## src/rtl/pwm_pkg.sv

```systemverilog
// Shared types and widths for the PWM breathing sequencer and its pwm_ctrl pairing.
package pwm_pkg;

    localparam int PWM_WIDTH  = 16;
    localparam int PWM_HOLD_W = 8;

    typedef enum logic [2:0] {
        IDLE    = 3'd0,
        RISE    = 3'd1,
        HOLD_HI = 3'd2,
        FALL    = 3'd3,
        HOLD_LO = 3'd4
    } pwm_state_e;

endpackage

```

## src/rtl/pwm_sat_step.sv

```systemverilog
// Combinational saturating threshold step: rise clamps at max, fall clamps at zero.
module pwm_sat_step #(
    parameter int WIDTH = 16
) (
    input  logic [WIDTH-1:0] thres,
    input  logic [WIDTH-1:0] step,
    input  logic [WIDTH-1:0] max,
    input  logic             dir,
    output logic [WIDTH-1:0] thres_next
);

    logic [WIDTH:0] sum;

    always_comb begin
        // one extra bit so a sum past full scale is seen as over max, not wrapped
        sum        = {1'b0, thres} + {1'b0, step};
        thres_next = '0;
        if (dir) begin
            thres_next = (sum >= {1'b0, max}) ? max : sum[WIDTH-1:0];
        end else begin
            thres_next = (thres > step) ? (thres - step) : '0;
        end
    end

endmodule

```

## src/rtl/pwm_breath_seq.sv

```systemverilog
// Breathing duty sequencer for pwm_ctrl; threshold only moves on PWM period boundaries.
//
// state   | meaning
// --------+-------------------------------------------------------------
// IDLE    | outputs quiet, waiting for start_i
// RISE    | threshold stepping up towards max, one step per period
// HOLD_HI | threshold parked at max for hold periods
// FALL    | threshold stepping down towards 0, one step per period
// HOLD_LO | threshold parked at 0 for hold periods, then next breath
module pwm_breath_seq
    import pwm_pkg::*;
#(
    parameter int WIDTH  = PWM_WIDTH,
    parameter int HOLD_W = PWM_HOLD_W
) (
    input  logic              clk,
    input  logic              rst,
    input  logic              start_i,
    input  logic              stop_i,
    input  logic              period_i,
    input  logic [WIDTH-1:0]  step_i,
    input  logic [WIDTH-1:0]  max_i,
    input  logic [HOLD_W-1:0] hold_i,
    input  logic [HOLD_W-1:0] cycles_i,
    output logic [WIDTH-1:0]  thres_o,
    output logic              enable_o,
    output logic              busy_o,
    output logic              done_o
);

    pwm_state_e        state_q, state_d;
    logic [WIDTH-1:0]  thres_q, thres_d;
    logic [WIDTH-1:0]  step_q, max_q;
    logic [HOLD_W-1:0] hold_q, cycles_q;
    logic [HOLD_W-1:0] hold_cnt_q, hold_cnt_d;
    logic [HOLD_W-1:0] breath_q, breath_d, breath_inc;
    logic              stop_pend_q, stop_pend_d;
    logic              busy_q, done_q, done_d;
    logic              latch_cfg, stop_now;
    logic              do_rise, do_fall, to_idle;
    logic [WIDTH-1:0]  rise_val, fall_val;

    pwm_sat_step #(.WIDTH(WIDTH)) u_rise (
        .thres      (thres_q),
        .step       (step_q),
        .max        (max_q),
        .dir        (1'b1),
        .thres_next (rise_val)
    );

    pwm_sat_step #(.WIDTH(WIDTH)) u_fall (
        .thres      (thres_q),
        .step       (step_q),
        .max        (max_q),
        .dir        (1'b0),
        .thres_next (fall_val)
    );

    assign breath_inc = breath_q + 1'b1;
    assign stop_now   = stop_pend_q | stop_i;

    always_comb begin
        state_d     = state_q;
        thres_d     = thres_q;
        hold_cnt_d  = hold_cnt_q;
        breath_d    = breath_q;
        stop_pend_d = stop_pend_q;
        done_d      = 1'b0;
        latch_cfg   = 1'b0;
        do_rise     = 1'b0;
        do_fall     = 1'b0;
        to_idle     = 1'b0;

        if (state_q == IDLE) begin
            // a stop arriving with start is dropped: stop_pend is cleared here
            if (start_i) begin
                latch_cfg   = 1'b1;
                state_d     = RISE;
                thres_d     = '0;
                hold_cnt_d  = '0;
                breath_d    = '0;
                stop_pend_d = 1'b0;
            end
        end else begin
            if (stop_i) begin
                stop_pend_d = 1'b1;
            end
            if (period_i) begin
                unique case (state_q)
                    RISE: begin
                        if (stop_now) do_fall = 1'b1;
                        else          do_rise = 1'b1;
                    end
                    HOLD_HI: begin
                        if (stop_now || hold_cnt_q == hold_q) do_fall = 1'b1;
                        else hold_cnt_d = hold_cnt_q + 1'b1;
                    end
                    FALL: do_fall = 1'b1;
                    HOLD_LO: begin
                        if (stop_now) begin
                            to_idle = 1'b1;
                        end else if (hold_cnt_q == hold_q) begin
                            breath_d = breath_inc;
                            if (cycles_q != '0 && breath_inc == cycles_q) to_idle = 1'b1;
                            else                                          do_rise = 1'b1;
                        end else begin
                            hold_cnt_d = hold_cnt_q + 1'b1;
                        end
                    end
                    default: to_idle = 1'b1;
                endcase
            end
        end

        // leaving a hold applies the first step of the next ramp in the same period
        if (do_rise) begin
            thres_d    = rise_val;
            hold_cnt_d = '0;
            state_d    = (rise_val == max_q) ? HOLD_HI : RISE;
        end

        if (do_fall) begin
            thres_d    = fall_val;
            hold_cnt_d = '0;
            if (fall_val != '0) state_d = FALL;
            else if (stop_now)  to_idle = 1'b1;
            else                state_d = HOLD_LO;
        end

        if (to_idle) begin
            state_d     = IDLE;
            done_d      = 1'b1;
            stop_pend_d = 1'b0;
            hold_cnt_d  = '0;
            breath_d    = '0;
        end
    end

    always_ff @(posedge clk or negedge rst) begin
        if (!rst) begin
            state_q     <= IDLE;
            thres_q     <= '0;
            hold_cnt_q  <= '0;
            breath_q    <= '0;
            stop_pend_q <= 1'b0;
            busy_q      <= 1'b0;
            done_q      <= 1'b0;
        end else begin
            state_q     <= state_d;
            thres_q     <= thres_d;
            hold_cnt_q  <= hold_cnt_d;
            breath_q    <= breath_d;
            stop_pend_q <= stop_pend_d;
            busy_q      <= (state_d != IDLE);
            done_q      <= done_d;
        end
    end

    always_ff @(posedge clk or negedge rst) begin
        if (!rst) begin
            step_q   <= '0;
            max_q    <= '0;
            hold_q   <= '0;
            cycles_q <= '0;
        end else if (latch_cfg) begin
            // a zero step would never reach max, so it runs as a step of one
            step_q   <= (step_i == '0) ? WIDTH'(1) : step_i;
            max_q    <= max_i;
            hold_q   <= hold_i;
            cycles_q <= cycles_i;
        end
    end

    assign thres_o  = thres_q;
    assign enable_o = busy_q;
    assign busy_o   = busy_q;
    assign done_o   = done_q;

endmodule

```

## config.mk

```make
export PLATFORM = sky130hd
export DESIGN_NAME = pwm_breath_seq
export DESIGN_NICKNAME = d
export VERILOG_FILES = /design/src/rtl/pwm_pkg.sv /design/src/rtl/pwm_sat_step.sv /design/src/rtl/pwm_breath_seq.sv
export SDC_FILE = /design/constraint.sdc
export NUM_CORES = 1
export LEC_CHECK = 0
export CORE_ASPECT_RATIO = 0.9
export CORE_MARGIN = 2
export CORE_UTILIZATION = 63
export DETAILED_ROUTE_END_ITERATION = 6
export PLACE_DENSITY = 0.94
export RECOVER_POWER = 25
export SLEW_MARGIN = 20
export SYNTH_ARGS = -nofsm -noshare
export SYNTH_HDL_FRONTEND = slang
export SYNTH_SLANG_ARGS = --single-unit
export TNS_END_PERCENT = 5
```

## constraint.sdc

```tcl
create_clock -name clk -period 10 [get_ports clk]
set_input_delay 2.5 -clock clk [delete_from_list [all_inputs] [get_ports clk]]
set_output_delay 2.5 -clock clk [all_outputs]
set_load 0.01 [all_outputs]
```

# Yosys cells after proc, flatten, opt, wreduce, memory -nomap -nowiden
# Cells that the tools add are included.
# Widths: inputs -> output; s select.
# op_classes
n_mux	59
reduce_logical	20
bitwise	1
order_cmp	2
n_addsub	4
eq_ne	13
# op_table
cell	n
$mux 8	15
$mux 16	7
$mux 1	25
$mux 3	7
$reduce_bool 3->1	7
$ne 6x6->1 const B	3
$add 16x16->17	1
$ge 17x16->1	1
$add 8x1->8 const B	2
$eq 16x16->1	1
$eq 8x8->1	2
$gt 16x16->1	1
$logic_not 16->1	1
$pmux 8 s2	1
$reduce_bool 16->1	1
$sub 16x16->16	1
$reduce_bool 8->1	1
$eq 3x2->1 const B	2
$reduce_and 6->1	1
$reduce_bool 6->1	1
$ne 5x5->1 const B	1
$reduce_and 5->1	1
$reduce_bool 5->1	1
$pmux 1 s2	2
12 further kinds	13
# word_totals
output_inout_bits	19
input_bits	53
reg_bits	86

# Longest topological paths before layout
# Gate-level depths: netlist (run 1).
# logic_depth
depth_word	15
mapped_depth	20
mapped_depth_nobuf	19

# Cells and area by module
# From an unflattened synthesis (run 1), not the netlist that was laid out.
# unflattened
cells_unflattened	1161
hier_area_um2	9191.3
# modules_own_cells
module	instances	cells_each	area_per_inst_um2
pwm_breath_seq	1	520	4501.8
pwm_sat_step at u_fall	1	331	2358.5
pwm_sat_step at u_rise	1	310	2331.0

# Worst setup path before layout (run 1)
# Ideal clock, no wire load.
# synth_timing
path_type	input-to-reg
from	in stop_i
to	reg busy_q (netlist: busy_o)
stages	10
n_path_buf	0
setup_slack_ns	4.876
arrival_time_ns	4.993
cell_sequence	nor4_2 nand3_1 or3_1 a22o_1 or4_1 nor4_2 nand4_1 or4_4 a21oi_1 a31oi_1
# synth_between
elab_chain_len	11
word_cells_on_any_way	25
# synth_rtl
element	line	source
from (decl)	pwm_breath_seq.sv:19	input logic stop_i,
$or 1x1->1 (*)	pwm_breath_seq.sv:60	assign stop_now = stop_pend_q | stop_i;
$mux 1 (on tied branches)	pwm_breath_seq.sv:100, pwm_breath_seq.sv:91	
$pmux 1 s2	pwm_breath_seq.sv:89	unique case (state_q)
$mux 1	pwm_breath_seq.sv:88	if (period_i) begin
$mux 1	pwm_breath_seq.sv:74	if (state_q == IDLE) begin
$mux 3	pwm_breath_seq.sv:116	if (do_rise) begin
$mux 3	pwm_breath_seq.sv:126	else if (stop_now) to_idle = 1'b1;
$mux 3	pwm_breath_seq.sv:125	if (fall_val != '0) state_d = FALL;
$mux 3	pwm_breath_seq.sv:122	if (do_fall) begin
$mux 3 (*)	pwm_breath_seq.sv:130	if (to_idle) begin
$reduce_bool 3->1 (*)	pwm_breath_seq.sv:154	busy_q <= (state_d != IDLE);
to (signal assigned)	pwm_breath_seq.sv:154	
to (decl)	pwm_breath_seq.sv:38	logic busy_q, done_q, done_d;
# Every way passes the cells marked *; elsewhere a longest branch is shown, timed or not.
# A chain may end at the register's enable or synchronous reset.

==> results of run 1 <==
-- layout by cell type (no fill, tap or decap), types with 19 or more instances in the layout --
cell type	n
nand2_1	126
dfrtp_1	86
clkdlybuf4s50_1	70
o21ai_0	68
ha_1	50
inv_1	49
nor2_1	46
xnor2_1	44
a21oi_1	39
nor3_1	19
-- logic make-up (layout without fill, tap and decap cells) --
| kind of cell | Yosys count | count (layout) | share of synthesized area |
|---|---|---|---|
| simple gates | 304 | 304 | 0.223 |
| flops | 86 | 86 | 0.316 |
| mux | 17 | 17 | 0.0256 |
| compound gates | 206 | 206 | 0.197 |
| fa+ha+maj | 52 | 52 | 0.0979 |
| xor+xnor | 63 | 63 | 0.0843 |
| buf+inv | 93 | 143 | 0.0554 |
-- through the flow --
stage	cells	util	instance area [um^2]
5_1_grt	1000	0.756	7850
3_3_place_gp	984	0.725	7530
4_1_cts	1000	0.757	7850
6_report	1000	0.756	7850
2_1_floorplan	821	-	6800
3_5_place_dp	984	0.725	7530
-- per-layer routing --
layer	track usage	routed length [um]	vias to the layer above
met5	0	0	-
met4	0.160	960	0
met3	0.0823	2140	109
met2	0.571	8880	452
met1	0.475	8200	3128
li1	-	-	3003
-- worst paths after layout --
kind / to / from / cells past startpoint
hold / removal: hold_q[3] / hold_q[3] / 2
max in group clk: busy_o / stop_i / 11
min in group asynchronous: step_q[10] / rst / 1
hold reg to reg: hold_q[3] / hold_q[3] / 2
setup reg to reg: thres_o[2] / thres_o[5] / 16
setup / recovery: breath_q[1] / rst / 2
-- area by class of cell --
cell class                 instances  area share
tap                              129      0.0206
inverter                          51      0.0244
clock buffer                      11      0.0309
clock inverter                     5      0.0105
sequential                        86       0.274
multi-input combinational        642       0.545
timing repair buffer              76      0.0941
-- power by group through the flow --
stage	Clock (W)	Sequential (W)	Combinational, W
CTS	0.000370	0.000629	0.00212
global route	0.000382	0.000651	0.00235
detailed placement	0	0.000631	0.00208
floorplan	0	0.000601	0.00155
finish	0.000370	0.000636	0.00220
global placement	0	0.000623	0.00202
-- state kept, by name, summed over array words and instances (netlist names) --
signal / cells
thres_o: 16
hold_q: 8
cycles_q: 8
hold_cnt_q: 8
state_q: 3
breath_q: 8
step_q: 16
busy_o: 1
stop_pend_q: 1
done_o: 1
max_q: 16
==> metrics.md, run 1 <==
| Metric | Value |
|---|---|
| Status | finished with violations |
| Failing checks | DRC, capacitance limit, slew limit |
| Layout cells sized above 1 | 0.0471 |
| Initial DRC count | roughly 820 |
| Slew headroom | -0.729 |
| Multi-input logic area | around 0.0043 mm^2 |
| Final setup fails | 0 |
| Most used flip-flop cell after synthesis | dfrtp_1 |
| Yosys top cell area share | 0.316 |
| Worst Max-Slew Pin Slew | 2.59 ns |
| Drt total wl | 20.2 mm |
| Pre-CTS setup slack | around 4 ns |
| Crit path kind | in2async |
| Power Density | 409 mW/mm^2 |
| Grt total ovfl | 0 |
| CP startpoint kind | primary input |
| Clk network pwr share | 0.115 |
| Top cells by area, synth | dfrtp_1, ha_1, nand2_1 |
| IO Count | 72 |
| CTS Sinks | 86 |
| Final net count | 971 |
| Peak supply drop | 0.261 mV |
| Fin crit share | 0.609 |
| Storage element area | 0.00215 mm^2 |
| Setup bufs post-CTS | 0 |
| Resized cells post-CTS | 0 |
| Global placement routability congestion | 1.02 |
| Mapped Area | a little under 0.007 mm^2 |
| Crit path buf inv count | 2 |
| Via Count | 6692 |
| Die ar. | 0.0116 mm^2 |
| Hold slack | 0.497 ns |
| Post-synthesis sequential area ratio | 0.316 |
| # DRC | 10 |
| Flop-to-flop setup slack | between 4 and 5 ns |
| Die Ht | 103 um |
| Yosys reg bits | 86 |
| Leakage power | 3.54 nW |
| Final Max Tran Viols | 89 |
| Die W | 114 um |
| # port buffers | 71 |
| Antenna Cells | 0 |
| Number of H-tree levels | 3 |
| Global-route wire length before repair | 32.7 mm |
| Share of power burned in registers | 0.199 |
| TritonCTS Buffers | 9 |
| Initial core utilization | 0.655 |
| Syn-to-layout area delta | 15.4% |
| Total of max-cap violations | 2 |
| Synth cell types | 76 |
| CP dominant cell by count | clkbuf_1 |
| CP Capture Type | async pin |
| Clock Tree Root | clkbuf_16 |
| WL/cell | approximately 20 um |
| Fin Clk Skew | 0.0129 ns |
| Largest net degree at the start of global routing | 81 |
| Fraction of registers with async set/reset | 1.00 |
| Count leader, synth | nand2_1 |
| Sw Ratio | 0.509 |
| Hold WC Path Type | reg2reg |
| Initial antenna violation count | 0 |
| RSZ-0062 raised after global routing | no |
| Combinational share of power | 0.686 |
| Drt first pass iters | 7 |
| Std-Cell Rows | 35 |
| Internal power | 0.00157 W |
| Crit path max-delay family | buffers and inverters |
| Ys Warns | 0 |
| CTS tree | yes |
| Crit path DAT | 5.99 ns |
| Synthesized instance count | approximately 800 |
| Final Hold Vio Count | 0 |
| Max FO, Critical Path | 50 |
| Clk_lat worst skew | 0.35 ns |
| Crit path cell chain | clkbuf_1 > clkbuf_1 |
| Power Total | 0.00321 W |
| Worst EP required | about 9.9 ns |
| Post-Route Setup TNS | 0 ns |
| CTS Hold Bufs | 0 |
| Via-per-instance ratio | ~6.7 |
| EDFF count, synth | 0 |
| Synth area leader | dfrtp_1 |
| Top cells by count, synth | nand2_1, dfrtp_1, o21ai_0 |
| Fillers | 721 |
| Slowest cell on crit path | clkbuf_1 |
| Antenna-violating nets left | 0 |
| Vias in the first global route | 6402 |
| Switch Pwr | 0.00163 W |
| CP max stage delay | just under 2 ns |
| Core area | 0.0104 mm^2 |
| Minimum clock period | 6.09 ns |
| CTS clk-pin slew, worst paths | approximately 0.060 ns |
| Max clock buf depth | 2 |
| Fmax | 164 MHz |
| Syn Area/Cell | 8.28 um^2 |
| Setup WS post-layout | 3.91 ns |
| Gr usage total | 0.359 |
| HPWL after DPL | 14.3 mm |
| Synth Net Count | approximately 930 |
Power figures use the tool's default switching activity.
==> inputs of run 2 (changes only) <==
- CORE_UTILIZATION: 63 -> 58
- PLACE_DENSITY: 0.94 -> 0.88
- clock period: 10 -> 6.1 ns (I/O delays scaled with it)
==> run 2 against run 1 <==
  * The flow finishes with violations (capacitance limit, slew limit)
  * Via count shrank 3.3%
  * Global-route usage shrank 3.3 points
  * Non-clock buffer count is the same
  * Clock-buffer cell count grew 1
  * Cell count grew 2.7%
  * Combinational power grew 62%
  * Utilization shrank 7.0 points
  * Critical path depth grew 14
  * Critical endpoint is now thres_o[4]
  * Routed wire length shrank 1.8%
  * Register-to-register slack lost 3.7 ns
==> metrics.md, run 2 (synthesis gave the netlist of run 1 again) <==
| Metric | Value |
|---|---|
| Status | finished with violations |
| Failing checks | capacitance limit, slew limit |
| Final Max Tran Viols | 27 (-70%) |
| Critical path startpoint | thres_o[4] |
| Number of H-tree levels | 3 (unchanged) |
| CTS clk-pin slew, worst paths | 0.06 ns (about the same) |
| Die W | 118 um (+4.1%) |
| RSZ-0062 raised after global routing | no |
| Setup bufs post-CTS | 0 (unchanged) |
| Hold wc startpoint | hold_q[0] |
| CP startpoint kind | register |
| Final Hold Vio Count | 0 (unchanged) |
| Via-per-instance ratio | 6.30 (-5.9%) |
| # DRC | 0 (-10) |
| Syn-to-layout area delta | 15.4% (about the same) |
| Minimum clock period | around 5.1 ns |
| Worst EP required | 6.34 ns (-3.56 ns) |
| Initial core utilization | 0.595 (-0.0605) |
| Clock Tree Root | clkbuf_16 |
| IO Count | 72 (unchanged) |
| Power Total | 0.00514 W (+60%) |
| CP max stage delay | 0.50 ns (-1.44 ns) |
| Peak supply drop | 0.360 mV (+38%) |
| Final setup fails | 0 (unchanged) |
| Drt total wl | 19.8 mm (-1.8%) |
| Drt first pass iters | 6 (-1) |
| Final Util | 0.686 (-0.0699) |
| Worst Hold Path Cells | 2 (unchanged) |
| Antenna Cells | 0 (unchanged) |
| Layout cells sized above 1 | 0.0494 (+0.00230) |
| Reg2reg end | thres_o[4] |
| Final net count | 971 (unchanged) |
| Fmax | between 150 and 200 MHz |
| Std-Cell Rows | 37 (+5.7%) |
| Slew headroom | -0.0408 (+0.688) |
| CP Capture Type | register |
| Final Cell Area | 0.00785 mm^2 (about the same) |
| Largest net degree at the start of global routing | 62 (-23%) |
| Hold endpoint | hold_q[0] |
| Post-Route Setup TNS | 0 ns (unchanged) |
| Crit path buf inv count | 1 (-1) |
| TritonCTS Buffers | 9 (unchanged) |
| HPWL after DPL | 14.6 mm (+2.4%) |
| Antenna-violating nets left | 0 (unchanged) |
| Power Density | 655 mW/mm^2 (+60%) |
| Max clock buf depth | 2 (unchanged) |
| Grt total ovfl | 0 (unchanged) |
| Via Count | 6468 (-3.3%) |
| Gr usage total | 0.326 (-0.0328) |
| Commonest non-fill, non-tap cells in the layout | nand2_1, dfrtp_1, clkdlybuf4s50_1 |
| Origin of the critical flop-to-flop path | thres_o[4] |
| Global-route wire length before repair | 32.3 mm (-0.97%) |
| CTS tree | yes |
| # port buffers | 71 (unchanged) |
| Clk_lat worst skew | 0.36 ns (about the same) |
| Worst Max-Slew Pin Slew | 1.56 ns (-1.03 ns) |
| Die Ht | 107 um (+4.1%) |
| Fin crit share | 0.843 |
| Total of max-cap violations | 1 (-1) |
| Fin Clk Skew | 0.00655 ns (-0.00639 ns) |
| Initial antenna violation count | 0 (unchanged) |
| Slowest cell on crit path | ha_1 |
| Core area | 0.0114 mm^2 (+10%) |
| Crit path DAT | 5.38 ns (-0.61 ns) |
| Crit path kind | reg2reg |
| Commonest non-fill, non-tap cell in the layout | nand2_1 |
| Max FO, Critical Path | 19 (-62%) |
| WL/cell | 19.3 um (-4.4%) |
| Cells on worst reg2reg path | 16 (unchanged) |
| Crit path max-delay family | compound AO/OA/AOI/OAI gates |
| Die ar. | 0.0126 mm^2 (+8.3%) |
| Crit path cell chain | ha_1 > or3_1 > o21bai_1 > a211oi_1 > a31oi_1 > xnor2_1 > ha_1 > a21o_1 > a211oi_1 > o21ai_0 > o21a_1 > a211oi_2 > buf_4 > mux2i_1 > o21ai_0 > mux2_2 |
| Resized cells post-CTS | 0 (unchanged) |
| Global placement routability congestion | 0.990 (-2.5%) |
| Leakage power | 3.52 nW (-0.49%) |
| Flop-to-flop setup slack | 0.96 ns (-3.72 ns) |
| Initial DRC count | 809 (-0.98%) |
| CTS Sinks | 86 (unchanged) |
| CTS Hold Bufs | 0 (unchanged) |
| Vias in the first global route | 6153 (-3.9%) |
| Dpl cell area | 0.00756 mm^2 (+0.45%) |
| Hold WC Path Type | reg2reg |
run 2: cell count changes in the layout (fill, tap and decap cells not counted), sizes merged:
| cell | change |
|---|---|
| clkinvlp | +1 |
| bufinv | -2 |
| inv | +1 |
| clkbuf | +1 |
| clkinv | -1 |
run 2: tightest hold or removal path, cell delays in order (launching register included):
cell and delay [ns]:
dfrtp_1 0.36, nand2_1 0.05, nand2_1 0.06
run 2: where the power goes:
group	leakage, nW	internal (W)	switching, W
combinational	2.27	0.00141	0.00216
clock	0.139	0.000300	0.000238
sequential	1.11	0.000793	0.000243
total	3.52	0.00251	0.00264
run 2: how the worst max path moves through the flow:
stage | end | slack, ns | cells after the start
floorplan | thres_o[12] | 1.93 | 15
global placement | busy_o | 1.10 | 11
detailed placement | busy_o | 0.93 | 11
CTS | thres_o[4] | 1.14 | 16
global route | busy_o | 0.71 | 17
finish | thres_o[4] | 0.96 | 16
run 2: metal layers:
layer,GRT usage,wire (um),part of all wire
met1,0.465,8790,0.44
met2,0.492,8660,0.44
met3,0.0761,1890,0.096
met4,0.103,469,0.024
met5,0,0,0
run 2: layout make-up:
| class | instances | area [um^2] |
|---|---|---|
| inverters | 51 | 191 |
| well taps | 156 | 195 |
| multi-input cells | 642 | 4280 |
| flip-flops and latches | 86 | 2150 |
| repair buffers | 76 | 739 |
| clock inverters | 4 | 30.0 |
| fillers | 939 | 3590 |
| clock buffers | 12 | 256 |
run 2: metrics by stage:
stage | setup WS, ns | hold WS [ns] | std cells
floorplan | 1.93 | 0.467 | 821
global placement | 1.10 | 0.484 | 1011
detailed placement | 0.928 | 0.485 | 1011
CTS | 1.14 | 0.504 | 1027
global route | 0.711 | 0.524 | 1027
finish | 0.958 | 0.504 | 1027
